**src/rtl/mmap_arbiter.sv**
```systemverilog
// mmap_arbiter: round-robin sharing of the user_app memory-map port
// between two request/ack requesters, with tagged fixed-latency read return.
//
// Ports:
//   clk, rst            single clock, synchronous active-high reset
//   req_wr_en/addr/data per-port write requests (port p in slice p)
//   req_rd_en/addr      per-port read requests
//   req_ack             per-port grant, combinational, one-hot or zero
//   req_rd_data/valid   per-port read return, registered 1-cycle pulse
//   mmap_wr_*/mmap_rd_* registered single-cycle downstream strobes
//   mmap_rd_data        downstream read data, RD_LATENCY after mmap_rd_en
module mmap_arbiter #(
    parameter int ADDR_WIDTH = 32,
    parameter int DATA_WIDTH = 32,
    parameter int RD_LATENCY = 1
) (
    input  logic                    clk,
    input  logic                    rst,
    input  logic [1:0]              req_wr_en,
    input  logic [2*ADDR_WIDTH-1:0] req_wr_addr,
    input  logic [2*DATA_WIDTH-1:0] req_wr_data,
    input  logic [1:0]              req_rd_en,
    input  logic [2*ADDR_WIDTH-1:0] req_rd_addr,
    output logic [1:0]              req_ack,
    output logic [2*DATA_WIDTH-1:0] req_rd_data,
    output logic [1:0]              req_rd_valid,
    output logic                    mmap_wr_en,
    output logic [ADDR_WIDTH-1:0]   mmap_wr_addr,
    output logic [DATA_WIDTH-1:0]   mmap_wr_data,
    output logic                    mmap_rd_en,
    output logic [ADDR_WIDTH-1:0]   mmap_rd_addr,
    input  logic [DATA_WIDTH-1:0]   mmap_rd_data
);

    logic [1:0]            req_any;
    logic                  last_grant;
    logic                  gnt_vld;
    logic                  gnt_port;
    logic                  gnt_wr;
    logic                  gnt_rd;
    logic [ADDR_WIDTH-1:0] sel_wr_addr;
    logic [DATA_WIDTH-1:0] sel_wr_data;
    logic [ADDR_WIDTH-1:0] sel_rd_addr;
    logic                  rd_port;
    logic [RD_LATENCY-1:0] tag_vld;
    logic [RD_LATENCY-1:0] tag_port;

    assign req_any = req_wr_en | req_rd_en;

    // Requests seen while rst is high are ignored entirely.
    always_comb begin
        gnt_vld  = 1'b0;
        gnt_port = 1'b0;
        if (!rst && req_any != 2'b00) begin
            gnt_vld = 1'b1;
            if (req_any == 2'b11)
                gnt_port = ~last_grant;
            else
                gnt_port = req_any[1];
        end
    end

    always_comb begin
        req_ack = 2'b00;
        if (gnt_vld)
            req_ack[gnt_port] = 1'b1;
    end

    // A port holding both write and read gets its write serviced first.
    assign gnt_wr = gnt_vld & req_wr_en[gnt_port];
    assign gnt_rd = gnt_vld & ~req_wr_en[gnt_port];

    assign sel_wr_addr = gnt_port ? req_wr_addr[2*ADDR_WIDTH-1:ADDR_WIDTH]
                                  : req_wr_addr[ADDR_WIDTH-1:0];
    assign sel_wr_data = gnt_port ? req_wr_data[2*DATA_WIDTH-1:DATA_WIDTH]
                                  : req_wr_data[DATA_WIDTH-1:0];
    assign sel_rd_addr = gnt_port ? req_rd_addr[2*ADDR_WIDTH-1:ADDR_WIDTH]
                                  : req_rd_addr[ADDR_WIDTH-1:0];

    always_ff @(posedge clk) begin
        if (rst) begin
            last_grant   <= 1'b1;
            mmap_wr_en   <= 1'b0;
            mmap_wr_addr <= '0;
            mmap_wr_data <= '0;
            mmap_rd_en   <= 1'b0;
            mmap_rd_addr <= '0;
            rd_port      <= 1'b0;
        end else begin
            mmap_wr_en <= gnt_wr;
            mmap_rd_en <= gnt_rd;
            if (gnt_vld)
                last_grant <= gnt_port;
            if (gnt_wr) begin
                mmap_wr_addr <= sel_wr_addr;
                mmap_wr_data <= sel_wr_data;
            end
            if (gnt_rd) begin
                mmap_rd_addr <= sel_rd_addr;
                rd_port      <= gnt_port;
            end
        end
    end

    // Tag pipeline: the issuing port rides alongside the read so it
    // emerges in the same cycle user_app presents the data.
    always_ff @(posedge clk) begin
        if (rst) begin
            tag_vld      <= '0;
            tag_port     <= '0;
            req_rd_valid <= 2'b00;
            req_rd_data  <= '0;
        end else begin
            tag_vld[0]  <= mmap_rd_en;
            tag_port[0] <= rd_port;
            for (int i = 1; i < RD_LATENCY; i++) begin
                tag_vld[i]  <= tag_vld[i-1];
                tag_port[i] <= tag_port[i-1];
            end
            req_rd_valid <= 2'b00;
            if (tag_vld[RD_LATENCY-1]) begin
                req_rd_valid[tag_port[RD_LATENCY-1]] <= 1'b1;
                if (tag_port[RD_LATENCY-1])
                    req_rd_data[2*DATA_WIDTH-1:DATA_WIDTH] <= mmap_rd_data;
                else
                    req_rd_data[DATA_WIDTH-1:0] <= mmap_rd_data;
            end
        end
    end

endmodule

```
**config.mk**
```make
export PLATFORM = sky130hd
export DESIGN_NAME = mmap_arbiter
export DESIGN_NICKNAME = d
export VERILOG_FILES = /design/src/rtl/mmap_arbiter.sv
export SDC_FILE = /design/constraint.sdc
export NUM_CORES = 1
export LEC_CHECK = 0
export ABC_AREA = 1
export BUFFER_PORTS_ARGS = -buffer_cell sky130_fd_sc_hd__buf_4
export CORE_MARGIN = 1
export CORE_UTILIZATION = 28
export CTS_CLUSTER_SIZE = 14
export DETAILED_ROUTE_END_ITERATION = 6
export PLACE_DENSITY = 0.54
export SYNTH_ARGS = -nofsm -noshare
export SYNTH_HDL_FRONTEND = slang
export SYNTH_SLANG_ARGS = --single-unit
```
**constraint.sdc**
```tcl
create_clock -name clk -period 1.8 [get_ports clk]
set_input_delay 0.27 -clock clk [delete_from_list [all_inputs] [get_ports clk]]
set_output_delay 0.27 -clock clk [all_outputs]
set_load 0.005 [all_outputs]
```
Word-level counts from Yosys, hierarchy flattened
Cells that the tools add are included.
{"block": "totals", "ff_bits": 168, "inputBits": 230, "output_inout_bits": 166, "wordCells": 45}
{"block": "classes", "magnitude_cmp": 4, "n_eq_ne": 1, "mux": 13, "bitwise_logic": 7, "n_reduce_logical": 8}
{"op": "32-bit 2-to-1 mux", "count": 3}
{"op": "1-bit 2-to-1 mux", "count": 7}
{"op": "1-bit by 2-bit less-than comparator with 1-bit output (second input constant)", "count": 2}
{"op": "1-bit NOT", "count": 4}
{"op": "2-bit AND reduction", "count": 2}
{"op": "1-bit logical AND", "count": 3}
{"op": "1-bit AND", "count": 2}
{"op": "1-bit demux with 1-bit select", "count": 2}
{"op": "2-bit equality test (second input constant)", "count": 1}
{"op": "1-bit greater-or-equal comparator (second input constant)", "count": 2}
{"op": "2-bit 2-to-1 mux", "count": 1}
{"op": "2-bit OR", "count": 1}
{"op": "2-bit nonzero test", "count": 1}
{"op": "2-bit OR reduction", "count": 1}
{"op": "1-bit logical NOT", "count": 1}

Depth between registers and ports, before layout
{"block": "depth", "word_depth": 9, "ltp_mapped": 10, "mapped_depth_nobuf": 8}

Least setup slack after synthesis
OpenSTA, ideal clock, no wires.
{"block": "synth_path", "path_type": "input port to flip-flop", "startpoint": "in rst", "endpoint": "reg mmap_wr_data[22]", "setup_time_ns": 0.113, "arrival_ns": 1.284, "t_required_ns": 1.687, "setup_slack_ns": 0.404, "stages": 9, "path_buffers": 3, "cell_sequence": "buf_2 > inv_2 > nand3_4 > nand2_1 > nand3_1 > buf_4 > buf_4 > nor2_1 > nor2_1"}
{"block": "synth_between", "elab_chain_cells": 6, "word_cells_on_any_way": 8, "cone_classes": "5 x mux; 1 x bitwise; 2 x reduce/logical"}
{"element": "start, declared", "line_no": "18", "text": "input logic rst,"}
{"element": "1-bit logical NOT", "line_no": "54", "text": "if (!rst && req_any != 2'b00) begin"}
{"element": "1-bit logical AND", "line_no": "54"}
{"element": "1-bit 2-to-1 mux", "line_no": "54"}
{"element": "1-bit 2-to-1 mux (not written as such) (2 in series)", "line_no": "70", "text": "assign gnt_wr = gnt_vld & req_wr_en[gnt_port];"}
{"element": "1-bit AND", "line_no": "70"}
{"element": "end signal, assigned", "line_no": "96", "text": "mmap_wr_data <= sel_wr_data;"}
{"element": "end, declared", "line_no": "29", "text": "output logic [DATA_WIDTH-1:0] mmap_wr_data,"}
Parallel ways exist; a longest one is shown, timed or not. The select of a mux whose other input is x is not followed.
A chain may end at the register's enable or synchronous reset.

Worst setup path in the final report
{"block": "layout_path", "startpoint": "reg last_grant", "endpoint": "out req_ack[1]"}
{"block": "layout_between", "elab_chain_cells": 8, "word_cells_on_any_way": 9, "cone_classes": "2 x order compare; 5 x mux; 1 x bitwise; 1 x reduce/logical"}
{"element": "start, declared", "line_no": "36", "text": "logic last_grant;"}
{"element": "start signal, assigned", "line_no": "93", "text": "last_grant <= gnt_port;"}
{"element": "1-bit NOT *", "line_no": "57", "text": "gnt_port = ~last_grant;"}
{"element": "1-bit 2-to-1 mux *", "line_no": "56", "text": "if (req_any == 2'b11)"}
{"element": "1-bit 2-to-1 mux *", "line_no": "54"}
{"element": "1-bit by 2-bit less-than comparator with 1-bit output (not written as such) or 1-bit greater-or-equal comparator (tied branches)", "line_no": "66", "text": "req_ack[gnt_port] = 1'b1;"}
{"element": "1-bit logical AND (not written as such)", "line_no": "66"}
{"element": "1-bit 2-to-1 mux (not written as such)", "line_no": "66"}
{"element": "1-bit demux with 1-bit select *", "line_no": "66"}
{"element": "2-bit 2-to-1 mux *", "line_no": "65", "text": "if (gnt_vld)"}
{"element": "end, declared", "line_no": "24", "text": "output logic [1:0] req_ack,"}
Mark *: on every way between the ends. The rest lies on a longest branch, timed or not.

==> summary.md <==
| Metric | Value |
|---|---|
| Yosys top cell by area | dfxtp_1 |
| Most common cell after layout, fill and taps aside | nand2_1 |
| Wirelength, routed | about 26 mm |
| Worst supply voltage drop on vdd | 0.529 mV |
| GR Util All Layers | a little under a fifth |
| Minimum setup slack in the final design | ~0.096 ns |
| Deepest clock path buffer count | 2 |
| Row cnt | a little under 60 |
| Placeable core region | ~26000 µm² |
| Width of the die | about 170 µm |
| CTS tree | done |
| Number of clock sinks seen by CTS | between 150 and 200 |
| Total negative setup slack | 0 ns |
| Category of the most critical setup path | reg2out |
| Fmax | ~590 MHz |
| Worst Tran Pin Value | about 0.82 ns |
| Clock tree root buffer cell | clkbuf_16 |
| Setup-violating endpoint count in the final report | 0 |
| I/O pin count | 396 |
| Fraction of synthesized cell area taken by the top area cell type | between 40% and 50% |
| Mean cell area of the mapped netlist | approximately 6 µm² |
| Leak | about 6.4 nW |
| Total half-perimeter wirelength after legalization and detailed placement | ~19 mm |
| Avg WL per Cell | roughly 14 µm |
| Via count | between 8000 and 9000 |
| Sort of element at the end of the critical path | output port |
| Sequential cell area in the final layout | 3360 µm² |
| Max Transition Viols Final | 0 |
| Number of distinct library cells after synthesis | 17 |
| Pwr per Cell Area | roughly 850 nW/µm² |
| Number of warnings printed during yosys synthesis | 0 |
| Netlist area before placement | about 7600 µm² |
| Critical path launch point type | register |
| Die Outline Area | around 28000 µm² |
| Remaining routing DRC violations | 0 |
| Initial antenna violation count | 0 |
| Sequential area share after synthesis | between 40% and 50% |
| Fraction of final layout cells sized beyond drive strength 1 | approximately 28% |
| WP data arrival | around 1.4 ns |
| Height of the die | 167 µm |
| Total inserted antenna cells | 0 |
| Wire length of the first global-routing pass | a little over 40 mm |
| Maximum number of pins on one net before global-route repair | 95 |
| Grt ovf | 0 |
| Number of buffers added by the clock tree synthesis step | 17 |
| Final Cycle Share | between 90% and 100% |
| Result of the run | finished, final reports clean |
| Shortest clock period the worst path allows after layout | between 1.5 and 2 ns |
| Maximum net fanout on the critical path | 11 |
| Via count of the first global-routing pass | around 7400 |
| CTS Hold Bufs | 0 |
| Setup repair after global routing missed its margin | no |
| Starting Density | between 20% and 30% |
| Per-cell via count in the routed design | 4.18 |
| CTS clock-pin slew for the worst setup and hold paths | 0.08 ns |
| CTS HTree Levels | 4 |
| Most frequent cells in the layout | nand2_1 (487), buf_4 (408), nor2_1 (326) |
| Worst setup slack before clock tree synthesis | between 0.1 and 0.15 ns |
| Post-Synthesis Net Count | approximately 1500 |
| Number of max-capacitance violations reported | 0 |
| Clock Skews | 0.0105 ns |
| Final antenna-violating net count | 0 |
| Worst-case headroom to the max-slew limit | roughly 46% |
| Number of instances in the synthesized netlist | around 1200 |
| Combined area of the multi-input logic cells | approximately 3500 µm² |
| Total Nets Final | 1830 |
| Final-layout fill cell count | around 2900 |
| Worst Path Required | 1.53 ns |
| Area growth from synthesis to final layout | 51.7% |
| Source-to-sink clock delay at the later pin of the worst-skew pair | 0.42 ns |
| Count of input and output buffers | 395 |
| Leading cell types by total area after synthesis | dfxtp_1 (44%), nand2_1 (24%), nor2_1 (16%), inv_1 (5.3%), o21ai_0 (4.2%) |
| Final hold violation count | 0 |
| Flop and latch count out of synthesis | approximately 170 |
| Worst hold-check path type | in2reg |
| Initial DRC Count | 466 |
| Number of iterations in the first detailed-routing pass | 5 |
| GPL Wtd Cong | 0.773 |
-- cells by family after synthesis --
family          synth area share (%)
buf+inv                         10.5
simple gates                    40.8
compound gates                  4.46
flops                           44.2
-- worst paths after layout --
path                    startpoint                to  slack (ns)  depth (start not counted)
setup / recovery        last_grant        req_ack[1]         0.1                          5
hold / removal    mmap_rd_data[23]   req_rd_data[23]        0.07                          3
setup reg to reg        last_grant  mmap_wr_addr[16]        0.18                          9
hold reg to reg            rd_port          tag_port        0.42                          2
-- state kept, by name, summed over array words and instances (netlist names) --
register,cells
req_rd_data,64
mmap_rd_addr,32
mmap_wr_addr,32
mmap_wr_data,32
req_rd_valid,2
last_grant,1
mmap_rd_en,1
mmap_wr_en,1
rd_port,1
tag_port,1
tag_vld,1
-- worst max-delay path, cell delays in order, from the launching register on --
cell,delay (ns)
dfxtp_1,0.33
o21ai_2,0.11
nand3_4,0.16
inv_6,0.14
buf_12,0.15
buf_4,0.11
-- metrics by stage --
step	utilization [%]	std cells	cell area [µm²]	hold slack (ns)	total power [mW]
global route	43.7	1948	11500	0.0612	10.3
detailed placement	41.1	1912	10800	0.413	6.09
global placement	41.1	1912	10800	0.411	6.08
floorplan	-	1235	7600	0.400	5.06
finish	43.7	1948	11500	0.0708	9.77
CTS	43.6	1945	11500	0.0504	9.89
-- report_power, final --
| group | switching (mW) | total (mW) | internal, mW |
|---|---|---|---|
| registers | 0.130 | 4.10 | 3.97 |
| logic | 0.952 | 1.93 | 0.973 |
| clock network | 1.75 | 3.75 | 1.99 |
| total | 2.83 | 9.77 | 6.93 |
-- layer usage --
layer / routed length [µm] / GRT usage [%] / part of all wire (%)
met5: 0 / 0 / 0
met3: 1620 / 4.99 / 6.1
met2: 13200 / 32.6 / 50
met4: 362 / 5.11 / 1.4
met1: 11300 / 21.6 / 43
-- synth_stat cells --
master    instances
buf_6            10
clkbuf_1         34
inv_1           107
nand2_2           1
buf_4             4
and2_1            1
dfxtp_1         168
inv_2             2
nand2_1         487
nand3_1           2
nand4_1           2
buf_2            23
o21ai_2           1
o21ai_0          64
nor2_1          326
a21oi_1           2
nand3_4           1
-- repair_timing --
action                                  4_1_cts  5_1_grt
cloned                                        1        1
buffers inserted                              0        2
pin swaps                                     1        1
resized for setup                             1        1
endpoints found under the setup margin        1        1
-- final cells by class --
cell class                 instances  share of cell area (%)
inverter                         109                    3.61
sequential                       168                    29.2
timing repair buffer             417                    28.3
clock inverter                    15                    1.58
clock buffer                      17                    3.69
multi-input combinational        887                    30.0
tap                              335                    3.64
(Power assumes the default switching activity.)
